File: src/rtl/serial_link_pkg.sv
// ============================================================================
// serial_link_pkg : shared defaults, line levels and FSM state type
// Rev 1.0
// ============================================================================
`default_nettype none

package serial_link_pkg;

  localparam int DEF_CLKS_PER_BIT = 10;
  localparam int DEF_DATA_W       = 8;

  localparam logic START_BIT = 1'b0;
  localparam logic STOP_BIT  = 1'b1;
  localparam logic IDLE_LINE = 1'b1;

  typedef enum logic [1:0] {
    ST_IDLE  = 2'd0,
    ST_START = 2'd1,
    ST_DATA  = 2'd2,
    ST_STOP  = 2'd3
  } link_state_e;

endpackage

`default_nettype wire

File: src/rtl/serial_link_rx.sv
// ============================================================================
// serial_link_rx : framed serial receiver with mid-bit sampling and stop check
// Rev 1.0
// ============================================================================
`default_nettype none

module serial_link_rx
  import serial_link_pkg::*;
#(
  parameter int CLKS_PER_BIT = DEF_CLKS_PER_BIT,
  parameter int DATA_W       = DEF_DATA_W
) (
  input  logic              clk,
  input  logic              rst_n,
  input  logic              en_i,
  input  logic              line_i,
  output logic              busy_o,
  output logic [DATA_W-1:0] data_o,
  output logic              valid_o,
  output logic              frame_err_o
);

  localparam int CNT_W = $clog2(CLKS_PER_BIT);
  localparam int BIT_W = $clog2(DATA_W + 1);
  localparam logic [CNT_W-1:0] CNT_LAST  = CNT_W'(CLKS_PER_BIT - 1);
  localparam logic [CNT_W-1:0] HALF_LAST = CNT_W'(CLKS_PER_BIT / 2 - 1);
  localparam logic [BIT_W-1:0] BIT_LAST  = BIT_W'(DATA_W - 1);

  link_state_e       state_q, state_d;
  logic [CNT_W-1:0]  cnt_q, cnt_d;
  logic [BIT_W-1:0]  bit_q, bit_d;
  logic [DATA_W-1:0] shift_q, shift_d;
  logic [DATA_W-1:0] data_q, data_d;
  logic              valid_q, valid_d;
  logic              ferr_q, ferr_d;
  logic              w_tick;

  assign w_tick = (cnt_q == CNT_LAST);

  always_ff @(posedge clk or negedge rst_n) begin
    if (!rst_n) begin
      state_q <= ST_IDLE;
      cnt_q   <= '0;
      bit_q   <= '0;
      shift_q <= '0;
      data_q  <= '0;
      valid_q <= 1'b0;
      ferr_q  <= 1'b0;
    end else begin
      state_q <= state_d;
      cnt_q   <= cnt_d;
      bit_q   <= bit_d;
      shift_q <= shift_d;
      data_q  <= data_d;
      valid_q <= valid_d;
      ferr_q  <= ferr_d;
    end
  end

  always_comb begin
    state_d = state_q;
    cnt_d   = cnt_q + CNT_W'(1);
    bit_d   = bit_q;
    shift_d = shift_q;
    data_d  = data_q;
    valid_d = 1'b0;
    ferr_d  = 1'b0;
    case (state_q)
      ST_IDLE: begin
        cnt_d = '0;
        bit_d = '0;
        if (en_i && (line_i == START_BIT)) begin
          state_d = ST_START;
          // The detect cycle counts toward the half-bit wait, so every
          // sample lands CLKS_PER_BIT/2 cycles after its bit edge.
          cnt_d   = CNT_W'(1);
        end
      end
      ST_START: begin
        if (!en_i) begin
          state_d = ST_IDLE;
        end else if (cnt_q == HALF_LAST) begin
          cnt_d   = '0;
          state_d = (line_i == START_BIT) ? ST_DATA : ST_IDLE;
        end
      end
      ST_DATA: begin
        if (!en_i) begin
          state_d = ST_IDLE;
        end else if (w_tick) begin
          cnt_d   = '0;
          shift_d = {line_i, shift_q[DATA_W-1:1]};
          bit_d   = bit_q + BIT_W'(1);
          if (bit_q == BIT_LAST) begin
            data_d  = {line_i, shift_q[DATA_W-1:1]};
            valid_d = 1'b1;
            state_d = ST_STOP;
          end
        end
      end
      ST_STOP: begin
        if (!en_i) begin
          state_d = ST_IDLE;
        end else if (w_tick) begin
          ferr_d  = (line_i != STOP_BIT);
          state_d = ST_IDLE;
        end
      end
      default: state_d = ST_IDLE;
    endcase
  end

  always_comb begin
    busy_o = (state_q != ST_IDLE);
  end

  assign data_o      = data_q;
  assign valid_o     = valid_q;
  assign frame_err_o = ferr_q;

endmodule

`default_nettype wire

File: src/rtl/serial_link_tx.sv
// ============================================================================
// serial_link_tx : framed serial transmitter (start, DATA_W bits LSB first, stop)
// Rev 1.0
// ============================================================================
`default_nettype none

module serial_link_tx
  import serial_link_pkg::*;
#(
  parameter int CLKS_PER_BIT = DEF_CLKS_PER_BIT,
  parameter int DATA_W       = DEF_DATA_W
) (
  input  logic              clk,
  input  logic              rst_n,
  input  logic              load_i,
  input  logic [DATA_W-1:0] data_i,
  output logic              serial_o,
  output logic              busy_o
);

  localparam int CNT_W = $clog2(CLKS_PER_BIT);
  localparam int BIT_W = $clog2(DATA_W + 1);
  localparam logic [CNT_W-1:0] CNT_LAST = CNT_W'(CLKS_PER_BIT - 1);
  localparam logic [BIT_W-1:0] BIT_LAST = BIT_W'(DATA_W - 1);

  link_state_e       state_q, state_d;
  logic [CNT_W-1:0]  cnt_q, cnt_d;
  logic [BIT_W-1:0]  bit_q, bit_d;
  logic [DATA_W-1:0] shift_q, shift_d;
  logic              w_tick;

  assign w_tick = (cnt_q == CNT_LAST);

  always_ff @(posedge clk or negedge rst_n) begin
    if (!rst_n) begin
      state_q <= ST_IDLE;
      cnt_q   <= '0;
      bit_q   <= '0;
      shift_q <= '0;
    end else begin
      state_q <= state_d;
      cnt_q   <= cnt_d;
      bit_q   <= bit_d;
      shift_q <= shift_d;
    end
  end

  always_comb begin
    state_d = state_q;
    cnt_d   = w_tick ? '0 : cnt_q + CNT_W'(1);
    bit_d   = bit_q;
    shift_d = shift_q;
    case (state_q)
      ST_IDLE: begin
        cnt_d = '0;
        bit_d = '0;
        if (load_i) begin
          shift_d = data_i;
          state_d = ST_START;
        end
      end
      ST_START: begin
        if (w_tick) state_d = ST_DATA;
      end
      ST_DATA: begin
        if (w_tick) begin
          shift_d = shift_q >> 1;
          bit_d   = bit_q + BIT_W'(1);
          if (bit_q == BIT_LAST) state_d = ST_STOP;
        end
      end
      ST_STOP: begin
        if (w_tick) state_d = ST_IDLE;
      end
      default: state_d = ST_IDLE;
    endcase
  end

  always_comb begin
    serial_o = IDLE_LINE;
    busy_o   = 1'b1;
    case (state_q)
      ST_START: serial_o = START_BIT;
      ST_DATA:  serial_o = shift_q[0];
      ST_STOP:  serial_o = STOP_BIT;
      default:  busy_o   = 1'b0;
    endcase
  end

endmodule

`default_nettype wire

File: src/rtl/serial_link.sv
// ============================================================================
// serial_link : independent serial TX and RX paths; SERIAL_LINK_LOOPBACK_EN
// ties the RX input to tx_serial_out internally.   Rev 1.0
// ============================================================================
`default_nettype none

module serial_link
  import serial_link_pkg::*;
#(
  parameter int CLKS_PER_BIT = DEF_CLKS_PER_BIT,
  parameter int DATA_W       = DEF_DATA_W
) (
  input  logic              clk,
  input  logic              reset,
  input  logic              load,
  input  logic [DATA_W-1:0] data_in,
  output logic              tx_serial_out,
  output logic              tx_state,
  input  logic              rx_enable,
  input  logic              rx_serial_in,
  output logic              rx_state,
  output logic [DATA_W-1:0] data_out,
  output logic              rx_valid,
  output logic              rx_frame_err
);

  logic w_rx_line;

`ifdef SERIAL_LINK_LOOPBACK_EN
  logic w_unused_rx_pin;
  assign w_unused_rx_pin = rx_serial_in;
  assign w_rx_line       = tx_serial_out;
`else
  assign w_rx_line       = rx_serial_in;
`endif

  serial_link_tx #(
    .CLKS_PER_BIT (CLKS_PER_BIT),
    .DATA_W       (DATA_W)
  ) u_tx (
    .clk      (clk),
    .rst_n    (reset),
    .load_i   (load),
    .data_i   (data_in),
    .serial_o (tx_serial_out),
    .busy_o   (tx_state)
  );

  serial_link_rx #(
    .CLKS_PER_BIT (CLKS_PER_BIT),
    .DATA_W       (DATA_W)
  ) u_rx (
    .clk         (clk),
    .rst_n       (reset),
    .en_i        (rx_enable),
    .line_i      (w_rx_line),
    .busy_o      (rx_state),
    .data_o      (data_out),
    .valid_o     (rx_valid),
    .frame_err_o (rx_frame_err)
  );

endmodule

`default_nettype wire

File: config.mk
export PLATFORM = sky130hd
export DESIGN_NAME = serial_link
export DESIGN_NICKNAME = d
export VERILOG_FILES = /design/src/rtl/serial_link_pkg.sv /design/src/rtl/serial_link_rx.sv /design/src/rtl/serial_link_tx.sv /design/src/rtl/serial_link.sv
export SDC_FILE = /design/constraint.sdc
export NUM_CORES = 1
export LEC_CHECK = 0
export BUFFER_PORTS_ARGS = -buffer_cell sky130_fd_sc_hd__clkbuf_2
export CAP_MARGIN = 10
export CORE_MARGIN = 2
export CORE_UTILIZATION = 40
export DETAILED_ROUTE_END_ITERATION = 16
export GPL_TIMING_DRIVEN = 0
export HOLD_SLACK_MARGIN = 0.1
export SKIP_CTS_REPAIR_TIMING = 1
export SYNTH_ARGS = -nofsm -noshare
export SYNTH_HDL_FRONTEND = slang
export SYNTH_SLANG_ARGS = --single-unit
File: constraint.sdc
create_clock -name clk -period 4 [get_ports clk]
set_input_delay 0.2 -clock clk [delete_from_list [all_inputs] [get_ports clk]]
set_output_delay 0.2 -clock clk [all_outputs]
set_load 0.02 [all_outputs]
==> results.ini, run 1 <==
[synthesis]
synth_ff_type=dfrtp_1
avgSynthCellArea_um2=11.8
synth_edf_count=0
synth_warnings=0
yosysSeqAreaShare_pct=52.0
synth_fp_nets=208
postSynthCellCount=184
synth_cell_type_count=42
synth_seq_cells=45
syn_area_um2=2170
async_flop_share_pct=100

[cells_and_area]
fill_cells=493
drive_above_1_share_pct=28.8
area_growth_pct=15.4
multiInputGateArea_um2=960
register_area_um2=1130
antenna_cells=0
fin_cells=289
nets=242

[die]
initial_core_util_pct=41.9
die_h_um=77.6
die_area_um2=6020
core_um2=5170
num_rows=26
die_x_um=77.6
io_pins=26

[pwr]
combPwrFrac_pct=5.5
p_switching_mw=0.195
ir_worst_vdd_v=0.000214
p_sw_share_pct=24.5
p_per_area_nw_per_um2=318
total_leakage_power_nw=1.27
clockPowerShare_pct=36.2
internal-power_mw=0.600
p_seq_share_pct=58.3

[drt]
num_vias=1423
via_per_inst=4.92
detail_route.wl_per_cell_um=12.7
drt-initial-drc-count=48
detail-route-antenna-nets=0
dr.pass1.iters=4
drc=0
wirelength_um=3680

[placement]
place_inst=279
place_hpwl_um=2570
gp_congestion=0.745
portBuffers=25

[timing]
hold_viol_final=0
timing.final.crit_share_pct=54.6
drv_slew=0
worst_pin_slew_ns=0.527
slew_headroom_pct=64.6
fin_tns_setup_ns=0
rsz0062_at_grt=no
fmax_mhz=458
setup_viol=0
min_period_ns=2.18
fin_skew_ns=0.00661

[clocking]
cts.path.max_buffers=2
h-tree-depth=2
clk_pin_slew_ns=0.09
clk_latency_ns=0.30
cts_tree=yes
clkSinkCount=45
cts_made_buffers=5
cts_root_buffer=clkbuf_8

[critical_path]
required_ns=3.80
cpPeakStageDelay_ns=0.42
end_kind=output port
critical_path.startpoint_type=flip-flop
path_cells=inv_1 -> ha_1 -> buf_2 -> buf_1 -> nand2_1 -> o21ai_0 -> clkbuf_2
slowest_stage=buf_1
cp_max_fo=10
crit_type=flip-flop to output port
critPathArrivalTime_ns=1.98

[global_route]
grt_overflow_total=0
grt_pass1_vias=1474
antenna_found_initial=0
grt_max_degree=46
grt_pass1_wl_um=6490
grtUsageTotal_pct=13.4

[run]
max-cap-violations=0

[min_path]
hold_class=input pin to flip-flop

[outcome]
status=completed

==> final cells by class <==
class	count	share of cell area, %
Inverter	9	1.35
Clock inverter	3	0.900
Clock buffer	5	2.75
Sequential cell	45	45.0
Multi-Input combinational cell	123	38.4
Buffer	7	1.90
Tap cell	70	3.50
Timing Repair Buffer	27	6.20
==> metal layers <==
layer  track usage, %  vias up  share of wire (%)
li1                 -      714                  -
met1             17.3      679                 49
met2             21.6       22                 46
met3             3.60        8                3.6
met4             4.82        0                1.5
met5                0        -                  0
==> final timing paths <==
check | from | end | slack [ns] | depth (start not counted)
setup / recovery | u_tx.state_q[0]$_DFFE_PN0P_ | tx_serial_out | 1.82 | 7
hold / removal | rx_serial_in | u_rx.frame_err_o$_DFF_PN0_ | 0.14 | 2
setup reg to reg | u_rx.cnt_q[1]$_DFF_PN0_ | u_rx.data_o[7]$_DFFE_PN0P_ | 1.82 | 7
hold reg to reg | u_tx.cnt_q[0]$_DFF_PN0_ | u_tx.cnt_q[0]$_DFF_PN0_ | 0.50 | 1
max in group asynchronous | reset | u_rx.state_q[1]$_DFFE_PN0P_ | 3.20 | 3
min in group asynchronous | reset | u_rx.valid_o$_DFF_PN0_ | 0.31 | 2
==> registers in the layout, indices dropped and copies added, names as in the netlist <==
name              flops
u_rx.data_o           8
u_tx.shift_q          8
u_rx.shift_q          7
u_rx.bit_q            4
u_rx.cnt_q            4
u_tx.bit_q            4
u_tx.cnt_q            4
u_rx.state_q          2
u_tx.state_q          2
u_rx.frame_err_o      1
u_rx.valid_o          1
==> cell usage in the layout (no fill, tap or decap), types with 4 or more instances in the layout <==
| master | n |
|---|---|
| dfrtp_1 | 45 |
| ha_1 | 11 |
| mux2i_1 | 7 |
| xnor2_1 | 6 |
| a22o_1 | 6 |
| nand3_1 | 4 |
| nor3_1 | 4 |
| clkbuf_8 | 5 |
| clkbuf_2 | 25 |
| inv_1 | 9 |
| a21oi_1 | 11 |
| nor2_1 | 14 |
| mux2_2 | 18 |
| nand2_1 | 13 |
==> power by group through the flow <==
stage	registers [mW]	logic [mW]	clock network (mW)
after floorplan	0.472	0.0199	0
after global routing	0.464	0.0500	0.314
after detailed placement	0.472	0.0419	0
after CTS	0.463	0.0420	0.299
final	0.463	0.0437	0.288
after global placement	0.472	0.0405	0
==> through the flow <==
stage | power (mW) | cell area, µm² | worst slack, ns | hold WS, ns | util, %
finish | 0.795 | 2500 | 1.82 | 0.140 | 48.4
global route | 0.829 | 2500 | 1.62 | 0.137 | 48.4
CTS | 0.804 | 2470 | 1.77 | 0.128 | 47.8
detailed placement | 0.514 | 2380 | 1.81 | 0.455 | 46.0
global placement | 0.513 | 2380 | 1.81 | 0.458 | 46.0
floorplan | 0.492 | 2170 | 2.04 | -0.0956 | -
==> synth_stat cells (2+ instances only) <==
cell	count	area, µm²
and3_1	2	12.5
mux2i_1	7	70.1
nand2_1	13	48.8
xnor2_1	6	52.6
nor3_1	4	20.0
o31ai_1	2	15.0
nand3_1	4	20.0
a22o_1	6	52.6
a21oi_1	11	55.1
mux2_2	18	203
nand3b_1	2	15.0
buf_2	2	10.0
nor2_1	14	52.6
dfrtp_1	45	1130
and3b_1	2	17.5
inv_1	9	33.8
o21ai_0	2	10.0
ha_1	11	138
==> worst max-delay path: cells and delay by family (launching register included) <==
family | cells | cell delay (ns)
AO/OA/AOI/OAI | 1 | 0.08
flip-flops | 1 | 0.41
adder cells (fa/ha/maj) | 1 | 0.15
AND/OR/NAND/NOR | 1 | 0.09
buffers and inverters | 4 | 0.95
==> logic make-up after synthesis <==
| group | after synthesis | share of synthesized area (%) |
|---|---|---|
| adders and majority gates | 11 | 6.35 |
| muxes | 25 | 12.6 |
| DFF | 45 | 52.0 |
| buffers and inverters | 16 | 3.75 |
| xor gates and xnor gates | 7 | 2.83 |
| AOI/OAI and AO/OA | 29 | 9.12 |
| and+or+nand+nor | 51 | 13.4 |
Note: power is estimated with default switching activity, not from simulation.
==> inputs of run 2 (changes only) <==
- clock period: 4 -> 2.1 ns (I/O delays scaled with it)
==> run 2 against run 1 <==
- combinational power grew 97%
- clock power grew 90%
- flip-flop and latch count is the same
- critical endpoint unchanged
==> results.ini, run 2 (synthesis results as in run 1) <==
[die]
die_area_um2=6020
die_x_um=77.6
die_h_um=77.6
initial_core_util_pct=41.9
num_rows=26
io_pins=26
core_um2=5170

[clocking]
clk_latency_ns=0.30
cts.path.max_buffers=2
cts_made_buffers=5
clk_pin_slew_ns=0.09
cts_tree=yes
cts_root_buffer=clkbuf_8
h-tree-depth=2
clkSinkCount=45

[global_route]
grtUsageTotal_pct=13.4
grt_pass1_vias=1474
grt_overflow_total=0
antenna_found_initial=0
grt_max_degree=46
grt_pass1_wl_um=6490

[drt]
dr.pass1.iters=4
wirelength_um=3720
detail_route.wl_per_cell_um=12.7
num_vias=1428
drt-initial-drc-count=45
drc=0
via_per_inst=4.87
detail-route-antenna-nets=0

[timing]
drv_slew=0
slew_headroom_pct=68.4
fmax_mhz=518
fin_skew_ns=0.00640
setup_viol=0
timing.final.crit_share_pct=92.0
fin_tns_setup_ns=0
setup_ws_ns=0.169
worst_pin_slew_ns=0.468
min_period_ns=1.93
hold_viol_final=0
rsz0062_at_grt=no
hold_ws_ns=0.0969

[placement]
place_area_um2=2380
place_inst=279
portBuffers=25
place_hpwl_um=2570
gp_congestion=0.745
place_ws_ns=-0.0944

[cells_and_area]
fin_util_pct=49.2
design_area_um2=2540
layout_commonest_cell=dfrtp_1
area_growth_pct=17.3
final_cell_mix=45 x dfrtp_1, 26 x clkbuf_2, 18 x mux2_2
drive_above_1_share_pct=30.0
nets=246
antenna_cells=0
fin_cells=293

[pwr]
p_per_area_nw_per_um2=597
total_leakage_power_nw=1.29
ir_worst_vdd_v=0.000409
power.total_mw=1.52

[critical_path]
critical_path.startpoint_type=flip-flop
reg2reg_from=u_tx.state_q[0]$_DFFE_PN0P_
critPathArrivalTime_ns=1.83
r2r-end=u_tx.shift_q[5]$_DFFE_PN0P_
rr_worst_depth=8
required_ns=2.00
crit_type=flip-flop to output port
r2r_slack_ns=0.20
cp_max_fo=10
end_kind=output port

[min_path]
hold_path_startpoint=data_in[3]
hold_class=input pin to flip-flop
min_to=u_tx.shift_q[3]$_DFFE_PN0P_
holdPathStages=3

[outcome]
status=completed

[run]
max-cap-violations=0

run 2: cell count changes in the layout (fill, tap and decap cells not counted):
cell,delta
dlygate4sd3_1,+2
a211oi_2,+1
buf_4,+2
buf_1,-1
clkbuf_2,+1
a211oi_1,-1
run 2: critical path, stage by stage (launching register included):
cell	delay, ns
dfrtp_1	0.41
inv_1	0.10
ha_1	0.15
buf_2	0.24
clkbuf_2	0.29
nand2_1	0.08
o21ai_0	0.07
clkbuf_2	0.19
run 2: layer usage:
| layer | share of wire (%) | wire length [µm] | GRT usage, % | vias to the layer above |
|---|---|---|---|---|
| li1 | - | - | - | 723 |
| met1 | 49 | 1820 | 17.3 | 675 |
| met2 | 46 | 1710 | 21.6 | 22 |
| met4 | 1.5 | 56 | 4.82 | 0 |
| met3 | 3.6 | 135 | 3.60 | 8 |
| met5 | 0 | 0 | 0 | - |
run 2: worst max path at each step:
stage                                      from                     endpoint  slack [ns]  cells past startpoint
floorplan               u_rx.cnt_q[1]$_DFF_PN0_   u_rx.data_o[7]$_DFFE_PN0P_        0.14                      7
global placement        u_rx.cnt_q[1]$_DFF_PN0_   u_rx.data_o[6]$_DFFE_PN0P_       -0.09                      7
detailed placement      u_rx.cnt_q[1]$_DFF_PN0_   u_rx.data_o[4]$_DFFE_PN0P_       -0.09                      7
CTS                     u_rx.cnt_q[1]$_DFF_PN0_   u_rx.data_o[4]$_DFFE_PN0P_       -0.11                      7
global route        u_tx.state_q[0]$_DFFE_PN0P_  u_tx.shift_q[5]$_DFFE_PN0P_       0.003                      8
finish              u_tx.state_q[0]$_DFFE_PN0P_                tx_serial_out        0.17                      7
run 2: cell type report:
class / instances / area, µm²
buffer: 7 / 48.8
clock buffer: 5 / 68.8
clock inverter: 3 / 22.5
fill: 487 / 2630
inverter: 9 / 33.8
multi-input combinational: 123 / 965
sequential: 45 / 1130
tap: 70 / 87.6
timing repair buffer: 31 / 190
run 2: power breakdown:
group          switching, mW  internal, mW  total [mW]
registers            0.00694         0.875       0.882
clock network          0.315         0.234       0.548
logic                 0.0500        0.0361      0.0861
total                  0.372          1.15        1.52
==> inputs of run 3 (changes only) <==
- CORE_MARGIN: 2 -> not set
==> run 3 against run 2 <==
- clock skew down 0.0028 ns
- global-route usage increased by 0.79 points
- maximum frequency increased by 0.87%
- final cell count is 0.34% higher
- die area fell by 5.1%
- clock-buffer cell count did not move
- worst setup slack better by 0.017 ns
- via count grew 0.91%
- largest power group unchanged
- total power grew 7.8%
==> results.ini, run 3 (synthesis results as in run 1) <==
[placement]
place_ws_ns=-0.107
place_hpwl_um=2500
portBuffers=25
place_inst=279
gp_congestion=0.685

[pwr]
total_leakage_power_nw=1.32
ir_worst_vdd_v=0.000423
p_per_area_nw_per_um2=635
combPwrFrac_pct=5.2
clockPowerShare_pct=40.9
p_switching_mw=0.368
power.total_mw=1.63
internal-power_mw=1.27
p_sw_share_pct=22.5
p_seq_share_pct=54.0

[critical_path]
cp_top_family=buffers and inverters
critical_path.startpoint_type=flip-flop
rr_worst_depth=7
end_kind=output port
path_cells=inv_1 -> ha_1 -> buf_2 -> clkbuf_4 -> nand2_1 -> o21ai_0 -> clkbuf_2
reg2reg_from=u_rx.cnt_q[1]$_DFF_PN0_
cp_num_cells=7
crit_start=u_tx.state_q[0]$_DFFE_PN0P_
cpPeakStageDelay_ns=0.41
r2r-end=u_rx.data_o[7]$_DFFE_PN0P_
worstSetupEndpoint=tx_serial_out
critPathArrivalTime_ns=1.81
path_buf_inv=4
slowest_stage=dfrtp_1
required_ns=2.00
crit_type=flip-flop to output port
cp_max_fo=10
r2r_slack_ns=0.22

[timing]
setup_viol=0
setup_ws_ns=0.186
fin_skew_ns=0.00362
rsz0062_at_grt=no
worst_pin_slew_ns=0.515
fin_tns_setup_ns=0
fmax_mhz=522
min_period_ns=1.91
drv_slew=0
hold_viol_final=0
hold_ws_ns=0.0960
slew_headroom_pct=65.2
timing.final.crit_share_pct=91.2

[global_route]
grt_pass1_vias=1355
grtUsageTotal_pct=14.2
grt_pass1_wl_um=6000
grt_overflow_total=0
antenna_found_initial=0
grt_max_degree=46

[die]
core_um2=5170
die_x_um=75.6
num_rows=26
die_area_um2=5720
die_h_um=75.6
initial_core_util_pct=41.9
io_pins=26

[clocking]
cts_tree=yes
clk_pin_slew_ns=0.09
clk_latency_ns=0.30
cts.path.max_buffers=2
clkSinkCount=45
cts_made_buffers=5
h-tree-depth=2
cts_root_buffer=clkbuf_8

[drt]
wirelength_um=3600
drc=0
drt-initial-drc-count=47
detail_route.wl_per_cell_um=12.2
detail-route-antenna-nets=0
via_per_inst=4.90
num_vias=1441
dr.pass1.iters=3

[cells_and_area]
layout_commonest_cell=dfrtp_1
antenna_cells=0
final_cell_mix=45 x dfrtp_1, 25 x clkbuf_2, 18 x mux2_2
drive_above_1_share_pct=30.4
fin_cells=294
nets=247
area_growth_pct=18.9

[run]
max-cap-violations=0

[outcome]
status=completed

[min_path]
hold_class=input pin to flip-flop

## run 3: changes by cell type in the layout (fill, tap and decap cells not counted), sizes merged
cell,delta
clkinvlp,-2
buf,+1
bufinv,+1
clkinv,+1
## run 3: cell type report
class	count	area, µm²
Timing Repair Buffer	32	198
Clock inverter	3	46.3
Sequential cell	45	1130
Buffer	7	51.3
Inverter	9	33.8
Multi-Input combinational cell	123	965
Clock buffer	5	68.8
Fill cell	470	2600
Tap cell	70	87.6
## run 3: through the flow
| step | cell area, µm² | util (%) |
|---|---|---|
| CTS | 2490 | 48.2 |
| floorplan | 2170 | - |
| global route | 2580 | 49.8 |
| detailed placement | 2380 | 46.0 |
| finish | 2580 | 49.8 |
| global placement | 2380 | 46.0 |
## run 3: how the worst min path moves through the flow
| stage | start | endpoint | depth (start not counted) |
|---|---|---|---|
| finish | data_in[3] | u_tx.shift_q[3]$_DFFE_PN0P_ | 3 |
| global route | data_in[3] | u_tx.shift_q[3]$_DFFE_PN0P_ | 3 |
| global placement | rx_serial_in | u_rx.frame_err_o$_DFF_PN0_ | 2 |
| detailed placement | rx_serial_in | u_rx.frame_err_o$_DFF_PN0_ | 2 |
| floorplan | reset | u_rx.bit_q[0]$_DFFE_PN0P_ | 0 |
| CTS | rx_serial_in | u_rx.frame_err_o$_DFF_PN0_ | 2 |
## run 3: power by group through the flow
stage	Combinational, mW	Sequential, mW	Clock (mW)
after detailed placement	0.0782	0.900	0
after global routing	0.0981	0.884	0.728
final	0.0848	0.882	0.668
after global placement	0.0772	0.900	0
after floorplan	0.0379	0.898	0
after CTS	0.0784	0.882	0.697
## run 3: routing by layer
layer / up-vias / track usage [%] / part of all wire, %
met5: - / 0 / 0
met4: 0 / 6.17 / 1.3
met3: 7 / 3.97 / 3.4
met2: 22 / 22.8 / 46
met1: 687 / 18.0 / 50
li1: 725 / - / -
## run 3: worst reg2reg max path, delay by kind of cell (launching register included)
family	cells	cell delay, ns
and+or+nand+nor	3	0.56
buffers and inverters	2	0.26
DFF	1	0.40
adders and majority gates	1	0.21
muxes	1	0.34
